[src/rtl/game_state_ctrl_if.sv]
// Control/status bundle between the game sequencer and the input, collision and draw logic.
// The sequencer uses the slave view; whoever drives the inputs uses the master view.
interface game_state_ctrl_if;
    logic       frame_tick;
    logic       btn;
    logic       collision;
    logic       game_run;
    logic       bird_reset;
    logic       score_clr;
    logic       overlay_en;
    logic [1:0] state;

    modport master (
        output frame_tick, btn, collision,
        input  game_run, bird_reset, score_clr, overlay_en, state
    );

    modport slave (
        input  frame_tick, btn, collision,
        output game_run, bird_reset, score_clr, overlay_en, state
    );
endinterface

[src/rtl/game_state_ctrl.sv]
// Game sequencer: IDLE/PLAY/DYING/OVER state machine driven by frame ticks, the button and
// collisions. It freezes play, blinks the game-over overlay and pulses bird reset and score clear.
module game_state_ctrl #(
    parameter int unsigned DEATH_FRAMES = 60,
    parameter int unsigned FLASH_FRAMES = 30,
    parameter int unsigned RESTART_LOCK = 30
) (
    input logic             clk,
    input logic             rst,
    game_state_ctrl_if.slave bus
);

    localparam int unsigned FW = $clog2(DEATH_FRAMES + 1);
    localparam int unsigned BW = $clog2(FLASH_FRAMES + 1);
    localparam int unsigned LW = $clog2(RESTART_LOCK + 1);

    localparam logic [FW-1:0] FrameLast = FW'(DEATH_FRAMES - 1);
    localparam logic [FW-1:0] FrameOne  = FW'(1);
    localparam logic [BW-1:0] BlinkLast = BW'(FLASH_FRAMES - 1);
    localparam logic [BW-1:0] BlinkOne  = BW'(1);
    localparam logic [LW-1:0] LockMax   = LW'(RESTART_LOCK);
    localparam logic [LW-1:0] LockOne   = LW'(1);

    typedef enum logic [1:0] {
        StIdle  = 2'd0,
        StPlay  = 2'd1,
        StDying = 2'd2,
        StOver  = 2'd3
    } state_e;

    state_e        state_q, state_d;
    logic [FW-1:0] frame_cnt_q, frame_cnt_d;
    logic [BW-1:0] blink_cnt_q, blink_cnt_d;
    logic [LW-1:0] lock_cnt_q, lock_cnt_d;
    logic          btn_q;
    logic          game_run_q, game_run_d;
    logic          bird_reset_q, bird_reset_d;
    logic          score_clr_q, score_clr_d;
    logic          overlay_en_q, overlay_en_d;
    logic          btn_rise;

    // btn_q resets high so a button held through reset must be released before it counts.
    assign btn_rise = bus.btn & ~btn_q;

    always_comb begin
        state_d      = state_q;
        frame_cnt_d  = frame_cnt_q;
        blink_cnt_d  = blink_cnt_q;
        lock_cnt_d   = lock_cnt_q;
        overlay_en_d = overlay_en_q;
        score_clr_d  = 1'b0;

        unique case (state_q)
            StIdle: begin
                if (btn_rise) begin
                    state_d     = StPlay;
                    score_clr_d = 1'b1;
                end
            end
            StPlay: begin
                if (bus.collision) begin
                    state_d     = StDying;
                    frame_cnt_d = '0;
                end
            end
            StDying: begin
                if (bus.frame_tick) begin
                    if (frame_cnt_q == FrameLast) begin
                        state_d      = StOver;
                        overlay_en_d = 1'b1;
                        frame_cnt_d  = '0;
                        blink_cnt_d  = '0;
                        lock_cnt_d   = '0;
                    end else begin
                        frame_cnt_d = frame_cnt_q + FrameOne;
                    end
                end
            end
            StOver: begin
                // An accepted restart pre-empts any tick in the same cycle.
                if (btn_rise && (lock_cnt_q == LockMax)) begin
                    state_d      = StIdle;
                    overlay_en_d = 1'b0;
                    frame_cnt_d  = '0;
                    blink_cnt_d  = '0;
                    lock_cnt_d   = '0;
                end else if (bus.frame_tick) begin
                    if (blink_cnt_q == BlinkLast) begin
                        overlay_en_d = ~overlay_en_q;
                        blink_cnt_d  = '0;
                    end else begin
                        blink_cnt_d = blink_cnt_q + BlinkOne;
                    end
                    if (lock_cnt_q != LockMax) begin
                        lock_cnt_d = lock_cnt_q + LockOne;
                    end
                end
            end
        endcase

        game_run_d   = (state_d == StPlay);
        bird_reset_d = (state_d == StIdle);
    end

    always_ff @(posedge clk) begin
        if (rst) begin
            state_q      <= StIdle;
            frame_cnt_q  <= '0;
            blink_cnt_q  <= '0;
            lock_cnt_q   <= '0;
            btn_q        <= 1'b1;
            game_run_q   <= 1'b0;
            bird_reset_q <= 1'b1;
            score_clr_q  <= 1'b0;
            overlay_en_q <= 1'b0;
        end else begin
            state_q      <= state_d;
            frame_cnt_q  <= frame_cnt_d;
            blink_cnt_q  <= blink_cnt_d;
            lock_cnt_q   <= lock_cnt_d;
            btn_q        <= bus.btn;
            game_run_q   <= game_run_d;
            bird_reset_q <= bird_reset_d;
            score_clr_q  <= score_clr_d;
            overlay_en_q <= overlay_en_d;
        end
    end

    assign bus.state      = state_q;
    assign bus.game_run   = game_run_q;
    assign bus.bird_reset = bird_reset_q;
    assign bus.score_clr  = score_clr_q;
    assign bus.overlay_en = overlay_en_q;

endmodule
[src/flat_wrapper.sv]
// flat-port wrapper written by rule: the top's interface ports become plain ports
module game_state_ctrl_flat 
#(
    parameter int unsigned DEATH_FRAMES = 60,
    parameter int unsigned FLASH_FRAMES = 30,
    parameter int unsigned RESTART_LOCK = 30
)
  (clk, rst, bus_frame_tick, bus_btn, bus_collision, bus_game_run, bus_bird_reset, bus_score_clr, bus_overlay_en, bus_state);
  game_state_ctrl_if bus_i ();
  input logic clk;
  input logic rst;
  input wire logic [$bits(bus_i.frame_tick)-1:0] bus_frame_tick;
  input wire logic [$bits(bus_i.btn)-1:0] bus_btn;
  input wire logic [$bits(bus_i.collision)-1:0] bus_collision;
  output wire logic [$bits(bus_i.game_run)-1:0] bus_game_run;
  output wire logic [$bits(bus_i.bird_reset)-1:0] bus_bird_reset;
  output wire logic [$bits(bus_i.score_clr)-1:0] bus_score_clr;
  output wire logic [$bits(bus_i.overlay_en)-1:0] bus_overlay_en;
  output wire logic [$bits(bus_i.state)-1:0] bus_state;
  assign bus_i.frame_tick = bus_frame_tick;
  assign bus_i.btn = bus_btn;
  assign bus_i.collision = bus_collision;
  assign bus_game_run = bus_i.game_run;
  assign bus_bird_reset = bus_i.bird_reset;
  assign bus_score_clr = bus_i.score_clr;
  assign bus_overlay_en = bus_i.overlay_en;
  assign bus_state = bus_i.state;
  game_state_ctrl #(.DEATH_FRAMES(DEATH_FRAMES), .FLASH_FRAMES(FLASH_FRAMES), .RESTART_LOCK(RESTART_LOCK)) u_core (.clk(clk), .rst(rst), .bus(bus_i));
endmodule
[config.mk]
export PLATFORM = sky130hd
export DESIGN_NAME = game_state_ctrl_flat
export DESIGN_NICKNAME = d
export VERILOG_FILES = /design/src/rtl/game_state_ctrl_if.sv /design/src/rtl/game_state_ctrl.sv /design/src/flat_wrapper.sv
export SDC_FILE = /design/constraint.sdc
export NUM_CORES = 1
export LEC_CHECK = 0
export ABC_AREA = 1
export BUFFER_PORTS_ARGS = -buffer_cell sky130_fd_sc_hd__buf_2
export CORE_MARGIN = 2
export CORE_UTILIZATION = 52
export CTS_CLUSTER_SIZE = 16
export DETAILED_ROUTE_END_ITERATION = 8
export MAX_ROUTING_LAYER = met4
export PLACE_DENSITY = 0.71
export SYNTH_ARGS = -nofsm -noshare
export SYNTH_HDL_FRONTEND = slang
export SYNTH_SLANG_ARGS = --single-unit
[constraint.sdc]
create_clock -name clk -period 1.4 [get_ports clk]
set_clock_uncertainty 0.1 [all_clocks]
set_input_delay 0.07 -clock clk [delete_from_list [all_inputs] [get_ports clk]]
set_output_delay 0.07 -clock clk [all_outputs]
set_load 0.02 [all_outputs]
==> impl_metrics.sql, run 1 <==
INSERT INTO impl_metrics (metric_group, metric, value, unit) VALUES
('run_status', 'status', 'complete, but fails checks', ''),
('run_status', 'failed_checks', 'hold timing, setup timing', ''),
('critical_path', 'worst_ep_required', '1.53', 'ns'),
('timing', 'crit_path_setup_slack_layout', '-0.165', 'ns'),
('yosys', 'synth_area_leaders', 'sky130_fd_sc_hd__dfxtp_1 34%, sky130_fd_sc_hd__nand2_1 10%, sky130_fd_sc_hd__inv_1 7.6%, sky130_fd_sc_hd__a21oi_1 6.0%, sky130_fd_sc_hd__nand3_1 6.0%', ''),
('routing', 'antenna_left', '0', ''),
('place', 'pre_cts_ws', '-0.182', 'ns'),
('final_layout', 'flow.area_growth_from_synthesis', '36.0', '%'),
('global_route', 'via_count_of_the_first_global_routing_pass', '1154', ''),
('critical_path', 'setup.worst_path.start', 'u_core.lock_cnt_q[0]$_SDFFE_PP0P_', ''),
('final_layout', 'n_antenna_cell', '0', ''),
('floorplanning', 'placement_rows', '18', ''),
('place', 'placed_cells', '254', ''),
('global_route', 'grt_start_max_net_pins', '15', ''),
('timing', 'final.hold.worst_slack', '-0.00492', 'ns'),
('place', 'gp_congestion', '0.920', ''),
('critical_path', 'worst_reg2reg_path_depth', '11', ''),
('routing', 'first_iter_violations', '33', ''),
('yosys', 'yosys_most_used_dff', 'sky130_fd_sc_hd__dfxtp_1', ''),
('cts', 'clk-insertion-delay-late', '0.32', 'ns'),
('final_layout', 'fillerInstances', '198', ''),
('routing', 'totalWireLength', '3170', 'um'),
('timing', 'timing.fmax', '639', 'MHz'),
('timing', 'max-slew-margin-rel', '0.800', ''),
('place', 'post_dp_cell_area', '1640', 'sq um'),
('critical_path', 'rr_endpoint', 'u_core.bus.overlay_en$_SDFFE_PP0P_', ''),
('place', 'buffer_ports.inserted', '10', ''),
('yosys', 'synth_commonest_cells', '36 x sky130_fd_sc_hd__nand2_1, 27 x sky130_fd_sc_hd__inv_1, 23 x sky130_fd_sc_hd__dfxtp_1', ''),
('global_route', 'grtUsageTotal', '0.235', ''),
('cts', 'htree_num_levels', '1', ''),
('cts', 'clkSinkCount', '23', ''),
('global_route', 'wire_length_of_the_first_global_routing_pass', '4880', 'um'),
('floorplanning', 'initial_utilization', '0.544', ''),
('global_route', 'antenna_found_initial', '0', ''),
('timing', 'final-max-slew-violation-count', '0', ''),
('pwr', 'total_leakage_power', '0.833', 'nW'),
('yosys', 'share_of_synthesized_area_occupied_by_flip_flops_and_latches', '0.345', ''),
('worst_hold_path', 'worstHoldPathType', 'primary input to register', ''),
('timing', 'unrepaired_setup_endpoints_after_global_routing', 'yes', ''),
('critical_path', 'cp_slowest_stage_delay', '0.34', 'ns'),
('routing', 'drt_pass1_iterations', '4', ''),
('critical_path', 'worst_path_most_repeated_cell', 'sky130_fd_sc_hd__nand2_4', ''),
('critical_path', 'critical_path.max_fanout', '8', ''),
('timing', 'final.min_clock_period', '1.56', 'ns'),
('yosys', 'yosysWarnings', '0', ''),
('pwr', 'power', '1.12', 'mW'),
('critical_path', 'crit_slowest_cell', 'sky130_fd_sc_hd__dfxtp_2', ''),
('yosys', 'synth_top_cell_by_area', 'sky130_fd_sc_hd__dfxtp_1', ''),
('yosys', 'syn_area', '1340', 'sq um'),
('critical_path', 'critPathArrivalTime', '1.70', 'ns'),
('timing', 'totalNegativeSetupSlack', '-2.01', 'ns'),
('timing', 'setup_viol', '20', ''),
('yosys', 'postSynthRegisterBits', '23', ''),
('floorplanning', 'floorplan.die_area', '2990', 'sq um'),
('critical_path', 'crit_end', 'u_core.bus.overlay_en$_SDFFE_PP0P_', ''),
('floorplanning', 'placeable_core_area', '2450', 'sq um'),
('critical_path', 'critical_path.endpoint_type', 'register', ''),
('floorplanning', 'die_height', '54.7', 'um'),
('yosys', 'asyncSetResetFlopFracSynth', '0', ''),
('timing', 'finalHoldViolCount', '1', ''),
('routing', 'vias_per_cell', '5.21', ''),
('cts', 'cts_tree', 'done', ''),
('timing', 'worst-slew-pin-transition', '0.299', 'ns'),
('final_layout', 'finish.cell_count_without_fillers', '263', ''),
('yosys', 'synth.lib_cells_used.distinct', '24', ''),
('yosys', 'yosysTopAreaCellShare', '0.345', ''),
('job', 'timing.max_cap.violations', '0', ''),
('yosys', 'synth_nets', '200', ''),
('pwr', 'vdd.ir_drop.worst', '0.000673', 'V'),
('final_layout', 'finish.net_count', '244', ''),
('critical_path', 'worst_r2r_startpoint', 'u_core.lock_cnt_q[0]$_SDFFE_PP0P_', '');
## layout by cell type (no fill, tap or decap), types with 3 or more instances in the layout
cell type	count
sky130_fd_sc_hd__inv_1	25
sky130_fd_sc_hd__nand2_4	5
sky130_fd_sc_hd__o21ai_1	4
sky130_fd_sc_hd__nand3_1	13
sky130_fd_sc_hd__inv_2	3
sky130_fd_sc_hd__nand3_2	3
sky130_fd_sc_hd__nand2_2	9
sky130_fd_sc_hd__ha_1	3
sky130_fd_sc_hd__buf_6	3
sky130_fd_sc_hd__nor2_4	4
sky130_fd_sc_hd__dfxtp_1	17
sky130_fd_sc_hd__nor2_1	16
sky130_fd_sc_hd__o21ai_0	7
sky130_fd_sc_hd__a21oi_1	14
sky130_fd_sc_hd__clkbuf_4	3
sky130_fd_sc_hd__nand2_1	29
sky130_fd_sc_hd__nand4_1	8
sky130_fd_sc_hd__buf_2	10
sky130_fd_sc_hd__buf_4	25
sky130_fd_sc_hd__dfxtp_2	6
## cell families (layout without fill, tap and decap cells)
kind of cell	after synthesis	count (layout)	synth area share
AND/OR/NAND/NOR	97	97	0.375
AO/OA/AOI/OAI	32	32	0.125
buffers and inverters	29	72	0.0815
flip-flops	23	23	0.345
adder cells (fa/ha/maj)	5	5	0.0468
XOR/XNOR	4	4	0.0262
## repair_timing
| action | in CTS | in global routing |
|---|---|---|
| gates resized for setup | 10 | 21 |
| endpoints found under the setup margin | 19 | 21 |
| setup buffers | 2 | 2 |
| pin swaps | 18 | 7 |
| hold endpoints to repair | 5 | 0 |
| hold buffers | 2 | 0 |
## cell type report
class                   count  share of cell area
multi-input cells         138               0.488
flip-flops and latches     23               0.258
repair buffers             40               0.160
inverters                  28              0.0579
well taps                  30              0.0207
clock buffers               3              0.0124
clock inverters             1             0.00275
## power by group
part	internal, mW	switching, mW	total [mW]	leakage [nW]
registers	0.668	0.00948	0.677	0.189
logic	0.0501	0.0835	0.134	0.626
clock network	0.107	0.206	0.313	0.0177
## metal layers
metal  GRT usage  share of wire
met1       0.261           0.43
met2       0.433           0.54
met4      0.0750         0.0098
met3      0.0246          0.018
met5           -              0
## sequential cells by signal, summed over array words and instances, names as in the netlist
register / flops
u_core.bus.bird_reset: 1
u_core.bus.score_clr: 1
u_core.bus.overlay_en: 1
u_core.bus.state: 2
u_core.lock_cnt_q: 5
u_core.frame_cnt_q: 6
u_core.bus.game_run: 1
u_core.blink_cnt_q: 5
u_core.btn_q: 1
## worst max-delay path: cells and delay by family (launching register included)
family	cells	cell delay, ns
fa+ha+maj	1	0.13
flops	1	0.34
simple gates	9	0.83
buf+inv	1	0.07
## how the worst min path moves through the flow
stage	start	endpoint	slack, ns
global route	bus_collision	u_core.bus.state[1]$_SDFF_PP0_	0.03
global placement	bus_btn	u_core.btn_q$_SDFF_PP1_	0.17
finish	bus_collision	u_core.bus.state[1]$_SDFF_PP0_	-0.005
CTS	bus_frame_tick	u_core.bus.bird_reset$_SDFF_PP1_	0.03
detailed placement	bus_btn	u_core.btn_q$_SDFF_PP1_	0.18
floorplan	rst	u_core.frame_cnt_q[4]$_SDFFE_PP0P_	0.04
(Power assumes the default switching activity.)
==> run 2, diff against run 1 <==
--- a/config.mk
+++ b/config.mk
@@ -7,8 +7,10 @@
 export LEC_CHECK = 0
 export ABC_AREA = 1
 export BUFFER_PORTS_ARGS = -buffer_cell sky130_fd_sc_hd__buf_2
-export CORE_MARGIN = 2
-export CORE_UTILIZATION = 52
+export CELL_PAD_IN_SITES_DETAIL_PLACEMENT = 1
+export CELL_PAD_IN_SITES_GLOBAL_PLACEMENT = 2
+export CORE_MARGIN = 1.5
+export CORE_UTILIZATION = 30
 export CTS_CLUSTER_SIZE = 16
 export DETAILED_ROUTE_END_ITERATION = 8
 export MAX_ROUTING_LAYER = met4
==> run 2 against run 1 <==
Against the previous run: the run ends with setup timing left; non-clock buffer count rose by 6; utilization decreased by 31 points; wire length grew 24%; worst setup slack better by 0.0039 ns; final area up 3.5%; global-route usage decreased by 5.5 points; via count is 2.4% higher; hold slack gained 0.057 ns.
==> impl_metrics.sql, run 2 (synthesis results as in run 1) <==
INSERT INTO impl_metrics (metric_group, metric, value, unit) VALUES
('cts', 'cts-buffers-inserted', '3', ''),
('critical_path', 'crit_type', 'register to register', ''),
('worst_hold_path', 'worstHoldPathType', 'primary input to register', ''),
('final_layout', 'flow.area_growth_from_synthesis', '40.7', '%'),
('floorplanning', 'placement_rows', '24', ''),
('place', 'post_dp_cell_area', '1710', 'sq um'),
('floorplanning', 'placeable_core_area', '4320', 'sq um'),
('final_layout', 'post-route-cell-area', '1880', 'sq um'),
('place', 'place_hpwl', '3090', 'um'),
('run_status', 'failed_checks', 'setup timing', ''),
('floorplanning', 'initial_utilization', '0.309', ''),
('timing', 'timing.fmax', '641', 'MHz'),
('routing', 'drt_drc_violations_left', '0', ''),
('routing', 'drt_pass1_iterations', '4', ''),
('final_layout', 'layout_commonest_cell', 'sky130_fd_sc_hd__buf_4', ''),
('final_layout', 'biggestRegsByFlops', 'u_core.frame_cnt_q x6, u_core.blink_cnt_q x5, u_core.lock_cnt_q x5', ''),
('timing', 'crit_path_setup_slack_layout', '-0.161', 'ns'),
('final_layout', 'post_route_cells_drive_above_1_share', '0.364', ''),
('final_layout', 'max_flop_register', 'u_core.frame_cnt_q', ''),
('timing', 'finalCritPeriodShare', '1.11', ''),
('timing', 'max-slew-margin-rel', '0.779', ''),
('critical_path', 'worst_reg2reg_path_depth', '11', ''),
('cts', 'clk-insertion-delay-late', '0.27', 'ns'),
('final_layout', 'n_antenna_cell', '0', ''),
('critical_path', 'worst-r2r-setup-slack', '-0.16', 'ns'),
('cts', 'cts_tree', 'done', ''),
('timing', 'unrepaired_setup_endpoints_after_global_routing', 'yes', ''),
('pwr', 'power', '1.24', 'mW'),
('floorplanning', 'die_width', '69.7', 'um'),
('final_layout', 'flip_flop_count_of_the_largest_register_all_copies_and_words_added', '6', ''),
('critical_path', 'worst_ep_required', '1.46', 'ns'),
('critical_path', 'critical_path.max_fanout', '8', ''),
('pwr', 'vdd.ir_drop.worst', '0.000383', 'V'),
('floorplanning', 'die_height', '69.7', 'um'),
('critical_path', 'critical_path.endpoint_type', 'register', ''),
('place', 'gp_congestion', '0.835', ''),
('critical_path', 'setup.worst_path.start', 'u_core.lock_cnt_q[0]$_SDFFE_PP0P_', ''),
('worst_hold_path', 'hold_end', 'u_core.bus.state[1]$_SDFF_PP0_', ''),
('timing', 'worst-slew-pin-transition', '0.331', 'ns'),
('worst_hold_path', 'min-delay-start', 'bus_collision', ''),
('global_route', 'grt_overflow_total', '0', ''),
('timing', 'final.min_clock_period', '1.56', 'ns'),
('worst_hold_path', 'min_path_cells', '5', ''),
('timing', 'finalHoldViolCount', '0', ''),
('timing', 'final-max-slew-violation-count', '0', ''),
('timing', 'totalNegativeSetupSlack', '-2.12', 'ns'),
('critical_path', 'rr_endpoint', 'u_core.blink_cnt_q[0]$_SDFFE_PP0P_', ''),
('global_route', 'grt_start_max_net_pins', '13', ''),
('critical_path', 'worst_setup_path_start_kind', 'register', ''),
('critical_path', 'critPathArrivalTime', '1.62', 'ns'),
('global_route', 'antenna_found_initial', '0', ''),
('final_layout', 'final_cell_mix', '32 x sky130_fd_sc_hd__buf_4, 31 x sky130_fd_sc_hd__nand2_1, 24 x sky130_fd_sc_hd__inv_1', ''),
('cts', 'cts_max_path_buffers', '2', ''),
('floorplanning', 'boundaryPins', '11', ''),
('cts', 'clkSinkCount', '23', ''),
('critical_path', 'worst_r2r_startpoint', 'u_core.lock_cnt_q[0]$_SDFFE_PP0P_', ''),
('global_route', 'via_count_of_the_first_global_routing_pass', '1474', ''),
('job', 'timing.max_cap.violations', '0', ''),
('routing', 'vias_per_cell', '4.82', ''),
('place', 'buffer_ports.inserted', '10', ''),
('final_layout', 'finish.net_count', '250', ''),
('routing', 'post_drt_wl_per_cell', '13.5', 'um'),
('routing', 'totalWireLength', '3920', 'um'),
('cts', 'worst_setup_hold_path_clk_slew', '0.08', 'ns'),
('cts', 'clock-root-buffer', 'sky130_fd_sc_hd__clkbuf_8', ''),
('global_route', 'grtUsageTotal', '0.180', ''),
('routing', 'antenna_left', '0', ''),
('routing', 'dr_total_vias', '1404', ''),
('run_status', 'status', 'complete, but fails checks', ''),
('global_route', 'wire_length_of_the_first_global_routing_pass', '6930', 'um'),
('floorplanning', 'floorplan.die_area', '4860', 'sq um'),
('pwr', 'total_leakage_power', '0.866', 'nW'),
('timing', 'setup_viol', '21', ''),
('routing', 'first_iter_violations', '34', ''),
('cts', 'htree_num_levels', '1', ''),
('pwr', 'power_per_cell_area', '661', 'nW/um^2');
## run 2: repair_timing
action,4_1_cts,5_1_grt
resized for setup,14,9
pin swaps,16,8
hold buffers,2,0
setup buffers,2,1
endpoints found under the hold margin,2,0
endpoints found under the setup margin,20,21
## run 2: worst max-delay path: stages, from the launching register on
cell	delay, ns
sky130_fd_sc_hd__dfxtp_2	0.33
sky130_fd_sc_hd__inv_2	0.07
sky130_fd_sc_hd__ha_4	0.14
sky130_fd_sc_hd__nand2_4	0.06
sky130_fd_sc_hd__nor2_4	0.12
sky130_fd_sc_hd__nand2_4	0.10
sky130_fd_sc_hd__nand2_4	0.09
sky130_fd_sc_hd__nand2_8	0.08
sky130_fd_sc_hd__nor2_8	0.16
sky130_fd_sc_hd__nand2_4	0.07
sky130_fd_sc_hd__nand2_2	0.08
sky130_fd_sc_hd__a21oi_1	0.05
## run 2: worst max path at each step
stage / end / cells past startpoint
6_report: u_core.blink_cnt_q[0]$_SDFFE_PP0P_ / 11
2_1_floorplan: u_core.blink_cnt_q[1]$_SDFFE_PP0P_ / 11
3_5_place_dp: u_core.lock_cnt_q[2]$_SDFFE_PP0P_ / 10
4_1_cts: u_core.blink_cnt_q[1]$_SDFFE_PP0P_ / 11
5_1_grt: u_core.bus.overlay_en$_SDFFE_PP0P_ / 12
3_3_place_gp: u_core.blink_cnt_q[1]$_SDFFE_PP0P_ / 11
## run 2: power by group
group	internal [mW]	leakage, nW	total, mW	switching, mW
logic	0.0587	0.654	0.149	0.0902
registers	0.667	0.189	0.675	0.00819
clock network	0.203	0.0228	0.420	0.217
total	0.929	0.866	1.24	0.315
## run 2: metrics by stage
step,util,hold slack (ns),std cells,setup slack (ns)
floorplan,-,0.0391,190,-0.0656
global placement,0.395,0.171,282,-0.146
detailed placement,0.395,0.179,282,-0.184
CTS,0.427,0.0756,290,-0.179
global route,0.435,0.0731,291,-0.269
finish,0.435,0.0517,291,-0.161
## run 2: routing by layer
metal	part of all wire	GRT usage	vias to the layer above	routed length, um
li1	-	-	716	-
met1	0.45	0.211	672	1770
met2	0.53	0.328	9	2060
met3	0.011	0.0203	7	45
met4	0.012	0.0427	0	47
met5	0	-	-	0
## run 2: layout make-up
cell class / count / area [sq um]
repair buffers: 46 / 333
well taps: 52 / 65.1
inverters: 28 / 105
multi-input cells: 138 / 866
flip-flops and latches: 23 / 467
fillers: 550 / 2440
clock buffers: 4 / 45.0
==> run 3, diff against run 2 <==
--- a/config.mk
+++ b/config.mk
@@ -9,6 +9,7 @@
 export BUFFER_PORTS_ARGS = -buffer_cell sky130_fd_sc_hd__buf_2
 export CELL_PAD_IN_SITES_DETAIL_PLACEMENT = 1
 export CELL_PAD_IN_SITES_GLOBAL_PLACEMENT = 2
+export CORE_ASPECT_RATIO = 0.6
 export CORE_MARGIN = 1.5
 export CORE_UTILIZATION = 30
 export CTS_CLUSTER_SIZE = 16
==> run 3 against run 2 <==
Against the previous run: the run still ends with setup timing left; combinational power increased by 11%; hold slack improved by 0.038 ns; first-iteration DRC count shrank 59%; sequential cell count unchanged; cell count grew 3.4%; wire length rose by 10%; via count rose by 1.5%; register-to-register slack lost 0.11 ns; maximum frequency shrank 6.4%; die area increased by 0.27%; sequential share of layout area is 0.97 points lower; largest power group unchanged.
==> impl_metrics.sql, run 3 (synthesis results as in run 1) <==
INSERT INTO impl_metrics (metric_group, metric, value, unit) VALUES
('final_layout', 'seq_area', '465', 'sq um'),
('routing', 'drt_pass1_iterations', '4', ''),
('timing', 'final-max-slew-violation-count', '0', ''),
('routing', 'antenna_left', '0', ''),
('final_layout', 'n_antenna_cell', '0', ''),
('global_route', 'via_count_of_the_first_global_routing_pass', '1366', ''),
('final_layout', 'finish.cell_count_without_fillers', '301', ''),
('final_layout', 'fillerInstances', '555', ''),
('final_layout', 'biggestRegsByFlops', 'u_core.frame_cnt_q x6, u_core.blink_cnt_q x5, u_core.lock_cnt_q x5', ''),
('critical_path', 'worst_path_most_repeated_cell', 'sky130_fd_sc_hd__nand2_4', ''),
('timing', 'worst-slew-pin-transition', '0.369', 'ns'),
('critical_path', 'critical_path.endpoint_type', 'register', ''),
('cts', 'clk-insertion-delay-late', '0.28', 'ns'),
('floorplanning', 'initial_utilization', '0.319', ''),
('routing', 'dr_total_vias', '1425', ''),
('cts', 'htree_num_levels', '1', ''),
('floorplanning', 'die_height', '54.7', 'um'),
('critical_path', 'cell_breakdown_of_the_critical_path', 'inv_2 > ha_4 > nand2_4 > nor2_4 > nand2_4 > nand2_4 > nand2_8 > nor2_8 > nand2_4 > nand2_2 > nor2_1', ''),
('final_layout', 'flow.area_growth_from_synthesis', '46.1', '%'),
('place', 'gp_congestion', '0.872', ''),
('floorplanning', 'boundaryPins', '11', ''),
('pwr', 'vdd.ir_drop.worst', '0.000335', 'V'),
('global_route', 'grtUsageTotal', '0.191', ''),
('pwr', 'total_leakage_power', '0.873', 'nW'),
('critical_path', 'worst_ep_required', '1.48', 'ns'),
('critical_path', 'worst-r2r-setup-slack', '-0.27', 'ns'),
('place', 'placed_cells', '292', ''),
('cts', 'cts_max_path_buffers', '2', ''),
('place', 'post_dp_cell_area', '1730', 'sq um'),
('routing', 'post_drt_wl_per_cell', '14.4', 'um'),
('critical_path', 'crit_slowest_cell', 'sky130_fd_sc_hd__dfxtp_2', ''),
('floorplanning', 'floorplan.die_area', '4880', 'sq um'),
('global_route', 'antenna_found_initial', '0', ''),
('critical_path', 'critPathArrivalTime', '1.75', 'ns'),
('timing', 'timing.fmax', '600', 'MHz'),
('global_route', 'wire_length_of_the_first_global_routing_pass', '6650', 'um'),
('pwr', 'power_per_cell_area', '658', 'nW/um^2'),
('routing', 'drt_drc_violations_left', '0', ''),
('timing', 'finalHoldViolCount', '0', ''),
('cts', 'clock-root-buffer', 'sky130_fd_sc_hd__clkbuf_8', ''),
('routing', 'vias_per_cell', '4.73', ''),
('floorplanning', 'die_width', '89.2', 'um'),
('critical_path', 'buf_inv_stages_crit_path', '1', ''),
('floorplanning', 'placement_rows', '18', ''),
('routing', 'first_iter_violations', '14', ''),
('routing', 'totalWireLength', '4320', 'um'),
('critical_path', 'cp_slowest_stage_delay', '0.34', 'ns'),
('critical_path', 'worst_setup_path_start_kind', 'register', ''),
('timing', 'finalCritPeriodShare', '1.19', ''),
('cts', 'worst_setup_hold_path_clk_slew', '0.10', 'ns'),
('critical_path', 'crit_type', 'register to register', ''),
('final_layout', 'final_cell_mix', '34 x sky130_fd_sc_hd__buf_4, 27 x sky130_fd_sc_hd__nand2_1, 22 x sky130_fd_sc_hd__inv_1', ''),
('run_status', 'status', 'complete, but fails checks', ''),
('job', 'timing.max_cap.violations', '0', ''),
('critical_path', 'critical_path.max_fanout', '8', ''),
('final_layout', 'multi_input_comb_area', '912', 'sq um'),
('timing', 'final.min_clock_period', '1.67', 'ns'),
('timing', 'setup_viol', '21', ''),
('final_layout', 'post_route_cells_drive_above_1_share', '0.436', ''),
('timing', 'totalNegativeSetupSlack', '-4.19', 'ns'),
('final_layout', 'finish.net_count', '252', ''),
('run_status', 'failed_checks', 'setup timing', ''),
('final_layout', 'layout_commonest_cell', 'sky130_fd_sc_hd__buf_4', ''),
('timing', 'max-slew-margin-rel', '0.754', ''),
('timing', 'crit_path_setup_slack_layout', '-0.267', 'ns'),
('critical_path', 'critical_path.top_delay_family', 'simple AND/OR/NAND/NOR gates', ''),
('final_layout', 'post-route-cell-area', '1950', 'sq um'),
('cts', 'cts-buffers-inserted', '3', ''),
('cts', 'clkSinkCount', '23', ''),
('timing', 'unrepaired_setup_endpoints_after_global_routing', 'yes', ''),
('final_layout', 'flip_flop_count_of_the_largest_register_all_copies_and_words_added', '6', ''),
('floorplanning', 'placeable_core_area', '4190', 'sq um'),
('global_route', 'grt_overflow_total', '0', ''),
('worst_hold_path', 'worstHoldPathType', 'primary input to register', ''),
('global_route', 'grt_start_max_net_pins', '14', ''),
('cts', 'cts_tree', 'done', ''),
('final_layout', 'max_flop_register', 'u_core.frame_cnt_q', ''),
('place', 'place_hpwl', '3260', 'um'),
('place', 'buffer_ports.inserted', '10', '');
-- run 3: changes by cell type in the layout (fill, tap and decap cells not counted), moves of 2 or more --
| cell | delta |
|---|---|
| sky130_fd_sc_hd__o21ai_0 | -2 |
| sky130_fd_sc_hd__inv_1 | -2 |
| sky130_fd_sc_hd__buf_4 | +2 |
| sky130_fd_sc_hd__a21oi_2 | +8 |
| sky130_fd_sc_hd__o21ai_2 | +2 |
| sky130_fd_sc_hd__nand2_2 | +4 |
| sky130_fd_sc_hd__a21oi_1 | -8 |
| sky130_fd_sc_hd__nand2_1 | -4 |
| sky130_fd_sc_hd__inv_2 | +2 |
-- run 3: what timing repair did --
action                     4_1_cts  5_1_grt
buffers inserted                 1        4
gates resized for setup         11       30
hold buffers                     2        0
hold endpoints to repair         1        0
setup endpoints to repair       21       21
pin swaps                        5       17
-- run 3: final timing paths --
kind                                                          from                            endpoint  depth (start not counted)
worst max-delay path             u_core.lock_cnt_q[0]$_SDFFE_PP0P_  u_core.blink_cnt_q[1]$_SDFFE_PP0P_                         11
worst min-delay path                                 bus_collision      u_core.bus.state[1]$_SDFF_PP0_                          5
worst max register to register   u_core.lock_cnt_q[0]$_SDFFE_PP0P_  u_core.blink_cnt_q[1]$_SDFFE_PP0P_                         11
worst min register to register  u_core.blink_cnt_q[4]$_SDFFE_PP0P_  u_core.blink_cnt_q[4]$_SDFFE_PP0P_                          2
-- run 3: metal layers --
metal | part of all wire | global-route usage | wire length (um)
met5 | 0 | - | 0
met4 | 0.0028 | 0.0231 | 12
met3 | 0.036 | 0.0362 | 155
met2 | 0.41 | 0.286 | 1780
met1 | 0.55 | 0.274 | 2370
-- run 3: power by group --
group,internal (mW),switching (mW),leakage [nW]
registers,0.667,0.00865,0.188
clock network,0.199,0.243,0.0255
logic,0.0629,0.102,0.659
total,0.929,0.354,0.873
-- run 3: area by class of cell --
cell class,instances,area share
Sequential cell,23,0.238
Inverter,28,0.0538
Clock buffer,3,0.0212
Clock inverter,1,0.00256
Multi-Input combinational cell,138,0.467
Tap cell,60,0.0385
Timing Repair Buffer,48,0.178
-- run 3: worst register-to-register path, cell delays in order, from the launching register on --
cell	delay (ns)
sky130_fd_sc_hd__dfxtp_2	0.34
sky130_fd_sc_hd__inv_2	0.08
sky130_fd_sc_hd__ha_4	0.15
sky130_fd_sc_hd__nand2_4	0.05
sky130_fd_sc_hd__nor2_4	0.16
sky130_fd_sc_hd__nand2_4	0.11
sky130_fd_sc_hd__nand2_4	0.09
sky130_fd_sc_hd__nand2_8	0.08
sky130_fd_sc_hd__nor2_8	0.19
sky130_fd_sc_hd__nand2_4	0.08
sky130_fd_sc_hd__nand2_2	0.08
sky130_fd_sc_hd__nor2_1	0.06
-- run 3: per-stage QoR --
step	util	total power, mW	setup slack [ns]	hold slack, ns
2_1_floorplan	-	0.765	-0.0656	0.0391
3_3_place_gp	0.414	0.825	-0.165	0.172
3_5_place_dp	0.414	0.829	-0.214	0.191
4_1_cts	0.440	1.28	-0.223	0.0955
5_1_grt	0.466	1.33	-0.344	0.126
6_report	0.466	1.28	-0.267	0.0900
